$ cat src/rtl/edge_evt_sched.sv
// +--------------------------------------------------------------------------+
// | Module   : edge_evt_sched                                                |
// | Desc     : Per-channel edge detector with one pending slot per channel,  |
// |            round-robin arbitration onto a registered valid/ready output. |
// | Revision : 1.0  initial release                                          |
// +--------------------------------------------------------------------------+
`default_nettype none

module edge_evt_sched #(
  parameter int NCH   = 4,
  parameter int CH_W  = $clog2(NCH),
  parameter int CNT_W = 8
) (
  input  logic             clk,
  input  logic             srst,
  input  logic [NCH-1:0]   din,
  input  logic [NCH-1:0]   posedge_trigger,
  input  logic [NCH-1:0]   negedge_trigger,
  output logic             evt_valid,
  input  logic             evt_ready,
  output logic [CH_W-1:0]  evt_ch,
  output logic             evt_pol,
  output logic [NCH-1:0]   ovf,
  output logic [CNT_W-1:0] drop_cnt,
  input  logic             ovf_clr
);

  // Sum is wide enough to hold the counter plus a full cycle of drops before saturation.
  localparam int SUM_W = CNT_W + $clog2(NCH + 1);
  localparam logic [SUM_W-1:0] C_CNT_MAX = {{(SUM_W-CNT_W){1'b0}}, {CNT_W{1'b1}}};

  logic [NCH-1:0]   r_prev;
  logic [NCH-1:0]   r_pend;
  logic [NCH-1:0]   r_pend_pol;
  logic [NCH-1:0]   r_ovf;
  logic [CNT_W-1:0] r_drop_cnt;
  logic [CH_W-1:0]  r_ptr;
  logic             r_evt_valid;
  logic [CH_W-1:0]  r_evt_ch;
  logic             r_evt_pol;

  logic [NCH-1:0]   w_rise;
  logic [NCH-1:0]   w_fall;
  logic [NCH-1:0]   w_edge;
  logic [NCH-1:0]   w_take;
  logic [NCH-1:0]   w_drop;
  logic             w_load;
  logic             w_gnt_any;
  logic [CH_W-1:0]  w_gnt_idx;
  logic [CH_W-1:0]  w_ptr_next;
  logic [SUM_W-1:0] w_ndrop;
  logic [SUM_W-1:0] w_cnt_sum;
  logic [CNT_W-1:0] w_cnt_next;

  assign w_rise = din & ~r_prev & posedge_trigger;
  assign w_fall = ~din & r_prev & negedge_trigger;
  assign w_edge = w_rise | w_fall;
  assign w_load = ~r_evt_valid | evt_ready;
  assign w_drop = w_edge & r_pend & ~w_take;

  // Round-robin scan starting at r_ptr, wrapping modulo NCH.
  always_comb begin
    int idx;
    idx       = 0;
    w_gnt_any = 1'b0;
    w_gnt_idx = '0;
    w_take    = '0;
    for (int k = 0; k < NCH; k++) begin
      idx = int'(r_ptr) + k;
      if (idx >= NCH) idx = idx - NCH;
      if (!w_gnt_any && r_pend[idx]) begin
        w_gnt_any = 1'b1;
        w_gnt_idx = CH_W'(idx);
      end
    end
    if (w_gnt_any && w_load) w_take[w_gnt_idx] = 1'b1;
  end

  assign w_ptr_next = (w_gnt_idx == CH_W'(NCH - 1)) ? '0 : w_gnt_idx + CH_W'(1);

  always_comb begin
    w_ndrop = '0;
    for (int i = 0; i < NCH; i++) w_ndrop = w_ndrop + SUM_W'(w_drop[i]);
  end

  assign w_cnt_sum  = (ovf_clr ? '0 : SUM_W'(r_drop_cnt)) + w_ndrop;
  assign w_cnt_next = (w_cnt_sum > C_CNT_MAX) ? CNT_W'(C_CNT_MAX) : CNT_W'(w_cnt_sum);

  always_ff @(posedge clk) begin
    if (srst) begin
      r_prev     <= '0;
      r_pend     <= '0;
      r_pend_pol <= '0;
      r_ovf      <= '0;
      r_drop_cnt <= '0;
    end else begin
      r_prev     <= din;
      r_ovf      <= (ovf_clr ? '0 : r_ovf) | w_drop;
      r_drop_cnt <= w_cnt_next;
      // A granted slot refilled by a same-cycle edge is a hand-off, never a drop.
      for (int i = 0; i < NCH; i++) begin
        if (w_take[i]) begin
          r_pend[i] <= w_edge[i];
          if (w_edge[i]) r_pend_pol[i] <= w_rise[i];
        end else if (w_edge[i] && !r_pend[i]) begin
          r_pend[i]     <= 1'b1;
          r_pend_pol[i] <= w_rise[i];
        end
      end
    end
  end

  always_ff @(posedge clk) begin
    if (srst) begin
      r_evt_valid <= 1'b0;
      r_evt_ch    <= '0;
      r_evt_pol   <= 1'b0;
      r_ptr       <= '0;
    end else if (w_load) begin
      if (w_gnt_any) begin
        r_evt_valid <= 1'b1;
        r_evt_ch    <= w_gnt_idx;
        r_evt_pol   <= r_pend_pol[w_gnt_idx];
        r_ptr       <= w_ptr_next;
      end else begin
        r_evt_valid <= 1'b0;
      end
    end
  end

  assign evt_valid = r_evt_valid;
  assign evt_ch    = r_evt_ch;
  assign evt_pol   = r_evt_pol;
  assign ovf       = r_ovf;
  assign drop_cnt  = r_drop_cnt;

endmodule

`default_nettype wire

$ cat config.mk
export PLATFORM = sky130hd
export DESIGN_NAME = edge_evt_sched
export DESIGN_NICKNAME = d
export VERILOG_FILES = /design/src/rtl/edge_evt_sched.sv
export SDC_FILE = /design/constraint.sdc
export NUM_CORES = 1
export LEC_CHECK = 0
export ABC_AREA = 1
export CORE_UTILIZATION = 54
export CTS_BUF_LIST = sky130_fd_sc_hd__clkbuf_2
export CTS_CLUSTER_SIZE = 40
export DETAILED_ROUTE_END_ITERATION = 16
export PLACE_DENSITY = 0.8
export RECOVER_POWER = 25
export SETUP_SLACK_MARGIN = 0.5
export SYNTH_ARGS = -nofsm -noshare
export SYNTH_HDL_FRONTEND = slang
export SYNTH_SLANG_ARGS = --single-unit
export TNS_END_PERCENT = 10
$ cat constraint.sdc
create_clock -name clk -period 4.9 [get_ports clk]
set_input_delay 1.47 -clock clk [delete_from_list [all_inputs] [get_ports clk]]
set_output_delay 1.47 -clock clk [all_outputs]
set_load 0.05 [all_outputs]
# == Word-level counts from Yosys, hierarchy flattened ==
# Cells that the tools add are included.
# word_totals
reg_bits,30
input_bits,16
output_inout_bits,16
word_cells,135
# op_classes
addsub,12
order_cmp,11
eq_ne,5
mux,54
n_bitwise,13
reduce_logical,25
# ops
op,n
$lt A32 B4 Y1 const B,4
$mux W32,4
$mux W1,35
$and A4 B4 Y4,6
$mux W8,2
$not A4 Y4,3
$sub A3 B3 Y4 const B,3
$bmux W1 S2,5
$mux W2,5
$reduce_and A2 Y1,5
$add A8 B4 Y9,1
$ge A3 B3 Y1 const B,3
$gt A9 B8 Y1 const B,1
$logic_and A1 B1 Y1,9
$mux W4,2
$ne A2 B2 Y1 const B,4
$or A4 B4 Y4,2
$reduce_bool A2 Y1,4
$logic_not A1 Y1,7
$add A2 B2 Y3 const B,2
$add A3 B1 Y4,1
$sub A2 B3 Y4 const B,1
$add A2 B1 Y3,1
$add A2 B1 Y3 const B,1
other kinds (9),9

# == Logic depth before layout (Yosys ltp) ==
# logic_depth
ltp_word,28
ltp_mapped,30

# == Worst setup path after synthesis ==
# Ideal clock, no wire load.
# synth_timing
kind,input to register
startpoint,input port evt_ready
endpoint,register r_drop_cnt[3] (netlist: drop_cnt[3])
arrival_ps,3993
setup_slack_ps,833
cell_stages,19
path_buffers,1
cell_sequence,nor2_1 > inv_1 > nand2_4 > buf_8 > nor2_4 > inv_2 > nand2_2 > inv_2 > nand2_2 > inv_1 > fa_1 > inv_1 > fa_1 > inv_1 > fa_1 > nand4_1 > nor2_1 > nand4_1 > a21oi_1
# synth_between
elab_chain_len,11
# synth_lines
element,line,text
"start, declared",20,"input logic evt_ready,"
$or A1 B1 Y1 (*),58,assign w_load = ~r_evt_valid | evt_ready;
$logic_and A1 B1 Y1 (*),76,if (w_gnt_any && w_load) w_take[w_gnt_idx] = 1'b1;
$mux W4 (*),76,
$not A4 Y4 (*),59,assign w_drop = w_edge & r_pend & ~w_take;
$and A4 B4 Y4 (*),59,
$add A1 B1 Y2,83,for (int i = 0; i < NCH; i++) w_ndrop = w_ndrop + SUM_W'(w_drop[i]);
$add A2 B1 Y3,83,
$add A3 B1 Y4 (*),83,
$add A8 B4 Y9 (*),86,assign w_cnt_sum = (ovf_clr ? '0 : SUM_W'(r_drop_cnt)) + w_ndrop;
$gt A9 B8 Y1,87,assign w_cnt_next = (w_cnt_sum > C_CNT_MAX) ? CNT_W'(C_CNT_MAX) : CNT_W'(w_cnt_sum);
$mux W8 (*),87,
"end signal, assigned",99,r_drop_cnt <= w_cnt_next;
"end, declared",36,logic [CNT_W-1:0] r_drop_cnt;
# Mark *: on every way between the ends. The rest lies on a longest branch, timed or not.
# A chain may end at the register's enable or synchronous reset.

# == Worst setup path in the final report ==
# layout_timing
startpoint,input port evt_ready
endpoint,register r_drop_cnt[5] (netlist: drop_cnt[5])
# Same word-level chain as after synthesis.

==> results.md <==
* Outcome: complete, no violations
* Remaining DRCs at 0
* Worst Setup End Kind: flop
* Arrival time at the worst endpoint at 4710 ps
* Top cells by area, synth: dfxtp_1 34%, nand2_1 15%, inv_1 7.3%
* LEAKAGE at 0.9908 nW
* CTS tree: built
* Clock Skews at 22.44 ps
* VDD IR max at 250.2 uV
* Layout cells sized above 1 at 0.1736
* Power Dens Cells at 513.0 nW/um^2
* CTS root buf: clkbuf_2
* Via count at 1643
* CP startpoint kind: input pin
* Unrepaired setup endpoints after global routing: false
* FF-to-FF Start: r_pend[1]
* Synth async-reset ratio at 0
* Area Overhead vs Synth at 24.66%
* Max cap viols at 0
* Die width at 58.86 um
* Io pins at 32
* Initial antenna violation count at 0
* Initial DRC count at 89
* Antenna Diode Count at 0
* Final GP Congestion at 0.8350
* Hold Crit Class: flop to flop
* CP top delay family: adder cells
* WP depth at 20
* Syn_area_per_cell at 7.066 sq um
* Vias/cell at 4.949
* CTS clk-pin slew, worst paths at 180 ps
* Fin util at 0.7127
* Clk_lat worst skew at 370 ps
* Slowest cell on crit path: fa_1
* Core area at 3053 sq um
* I/O Buffers at 31
* Worst slew pin tran at 737.9 ps
* Initial Util at 0.5717
* Final Max Slew Viols at 0
* Synth Warn # at 0
* Sum of buffers and inverters on the critical path at 8
* Fin. Hold Viols at 0
* Net Count, Synth at 271
* Final WL at 3617 um
* Global route total overflow at 0
* Synth unique cells at 30
* CTS Buf Count at 5
* Number of global-route vias before repair at 1391
* Drt wl/cell at 10.89 um
* Most common cell after layout, fill and taps aside: nand2_1
* Die H at 58.86 um
* Worst hold path startpoint: r_pend_pol[0]
* Worst setup path start: evt_ready
* Post-Synthesis Cells at 247
* Crit path kind: input pin to flop
* Setup TNS Final at 0 ps
* Path depth of the worst reg2reg path at 27
* Final setup viols at 0
* Post-synth EDFFs at 0
* Max_slew headroom at 0.5081
* Worst path cell trace: clkdlybuf4s50_1 -> nor2_1 -> clkinv_1 -> nand2_1 -> inv_1 -> nand2_1 -> nand2_1 -> inv_1 -> nand2_1 -> inv_1 -> fa_1 -> inv_1 -> fa_1 -> inv_2 -> fa_2 -> nand4_1 -> nor2_2 -> nand4_1 -> buf_6 -> a21oi_1
* Most used DFF post-synth: dfxtp_1
* Synth top area share at 0.3441
* Cell accounting for the most synthesized area: dfxtp_1
* Worst Path Required at 5210 ps
* Post-synthesis register bit count at 30
* Worst-path maximum fanout at 7
* First-pass iteration count of the detailed router at 4
* Max incr delay on CP at 530 ps
* Fillcell total at 269
* Tmin final at 4397 ps
* Commonest cells after routing, fill and taps aside: 70 x nand2_1, 32 x inv_1, 30 x clkdlybuf4s50_1
* FP Rows at 20
* Maximum clock rate at 0.2274 GHz
* H-tree depth at 2
* Sink Count at 30
* Max clock buf depth at 2
* Final ANT Viol Nets at 0
* Worst hold path depth at 2
* All-Layer GR Usage at 0.2315
* Sequential share of the synthesized area at 0.3441
* First-pass GRT wire length at 5968 um
* Final nets at 311
* DPL Wire Length at 2626 um
* Die ar. at 3464 sq um
* Tcrit/Tclk final at 0.8973
* Synthesized area at 1745 sq um
* Largest net degree at the start of global routing at 17
[registers in the layout, summed over array words and instances (netlist names)]
signal      count
drop_cnt        8
evt_ch          2
evt_pol         1
evt_valid       1
ovf             4
r_pend          4
r_pend_pol      4
r_prev          4
r_ptr           2
[worst register-to-register path, delay by kind of cell (launching register included)]
| kind | cells | cell delay (ps) |
|---|---|---|
| compound gates | 1 | 130 |
| fa+ha+maj | 4 | 1230 |
| buf+inv | 9 | 710 |
| flops | 1 | 380 |
| simple gates | 13 | 1570 |
[power breakdown]
group,switching (mW),total [mW],internal (mW)
Clock,0.0880,0.121,0.0325
Sequential,0.0362,0.319,0.283
Combinational,0.437,0.677,0.240
[routing by layer]
layer / global-route usage / share of wire / up-vias
li1: - / - / 851
met1: 0.3015 / 0.45 / 736
met2: 0.3588 / 0.49 / 50
met3: 0.07912 / 0.048 / 6
met4: 0.07823 / 0.015 / 0
met5: 0 / 0 / -
[path summary, 6_finish.rpt]
path	endpoint	slack, ps
setup / recovery	drop_cnt[5]	500
hold / removal	r_pend_pol[0]	480
setup reg to reg	drop_cnt[5]	820
hold reg to reg	r_pend_pol[0]	480
[cell families after synthesis]
group,share of synthesized area
buffers and inverters,0.1161
xor gates and xnor gates,0.02509
DFF,0.3441
adders and majority gates,0.07025
AOI/OAI and AO/OA,0.1298
and+or+nand+nor,0.3147
[per-stage QoR]
step / hold WS (ps) / std cells / worst slack, ps / area (sq um) / total power, mW
global placement: 456.6 / 318 / 179.8 / 2081 / 0.9342
finish: 478.9 / 332 / 503.1 / 2176 / 1.116
detailed placement: 463.4 / 318 / 157.1 / 2081 / 0.9428
global route: 513.4 / 332 / 319.1 / 2176 / 1.223
floorplan: 439.0 / 247 / 833.5 / 1745 / 0.8487
CTS: 483.1 / 326 / 539.2 / 2122 / 1.062
[layout make-up]
cell class | count | area [sq um] | share of cell area
clock buffer | 5 | 25.02 | 0.01150
sequential | 30 | 605.6 | 0.2783
clock inverter | 3 | 16.27 | 0.007476
tap | 44 | 55.05 | 0.02530
inverter | 42 | 165.2 | 0.07591
timing repair buffer | 37 | 355.3 | 0.1633
multi-input combinational | 171 | 953.4 | 0.4382
[what timing repair did]
item,CTS,global route
setup buffers,0,5
hold buffers,0,0
setup endpoints to repair,0,8
gates resized for setup,0,12
[cell usage after synthesis, types with 3 or more instances]
| master | n |
|---|---|
| inv_1 | 34 |
| nand2_1 | 69 |
| fa_1 | 3 |
| xor2_1 | 3 |
| o21ai_0 | 6 |
| ha_1 | 5 |
| nor2_1 | 19 |
| inv_2 | 6 |
| a21oi_2 | 3 |
| nand4_1 | 4 |
| dfxtp_1 | 30 |
| nand2_2 | 7 |
| a31o_2 | 4 |
| nand3_1 | 11 |
| clkbuf_1 | 3 |
| a21oi_1 | 21 |
| nor2_4 | 3 |
No activity file was read; power rests on OpenSTA's default activity.
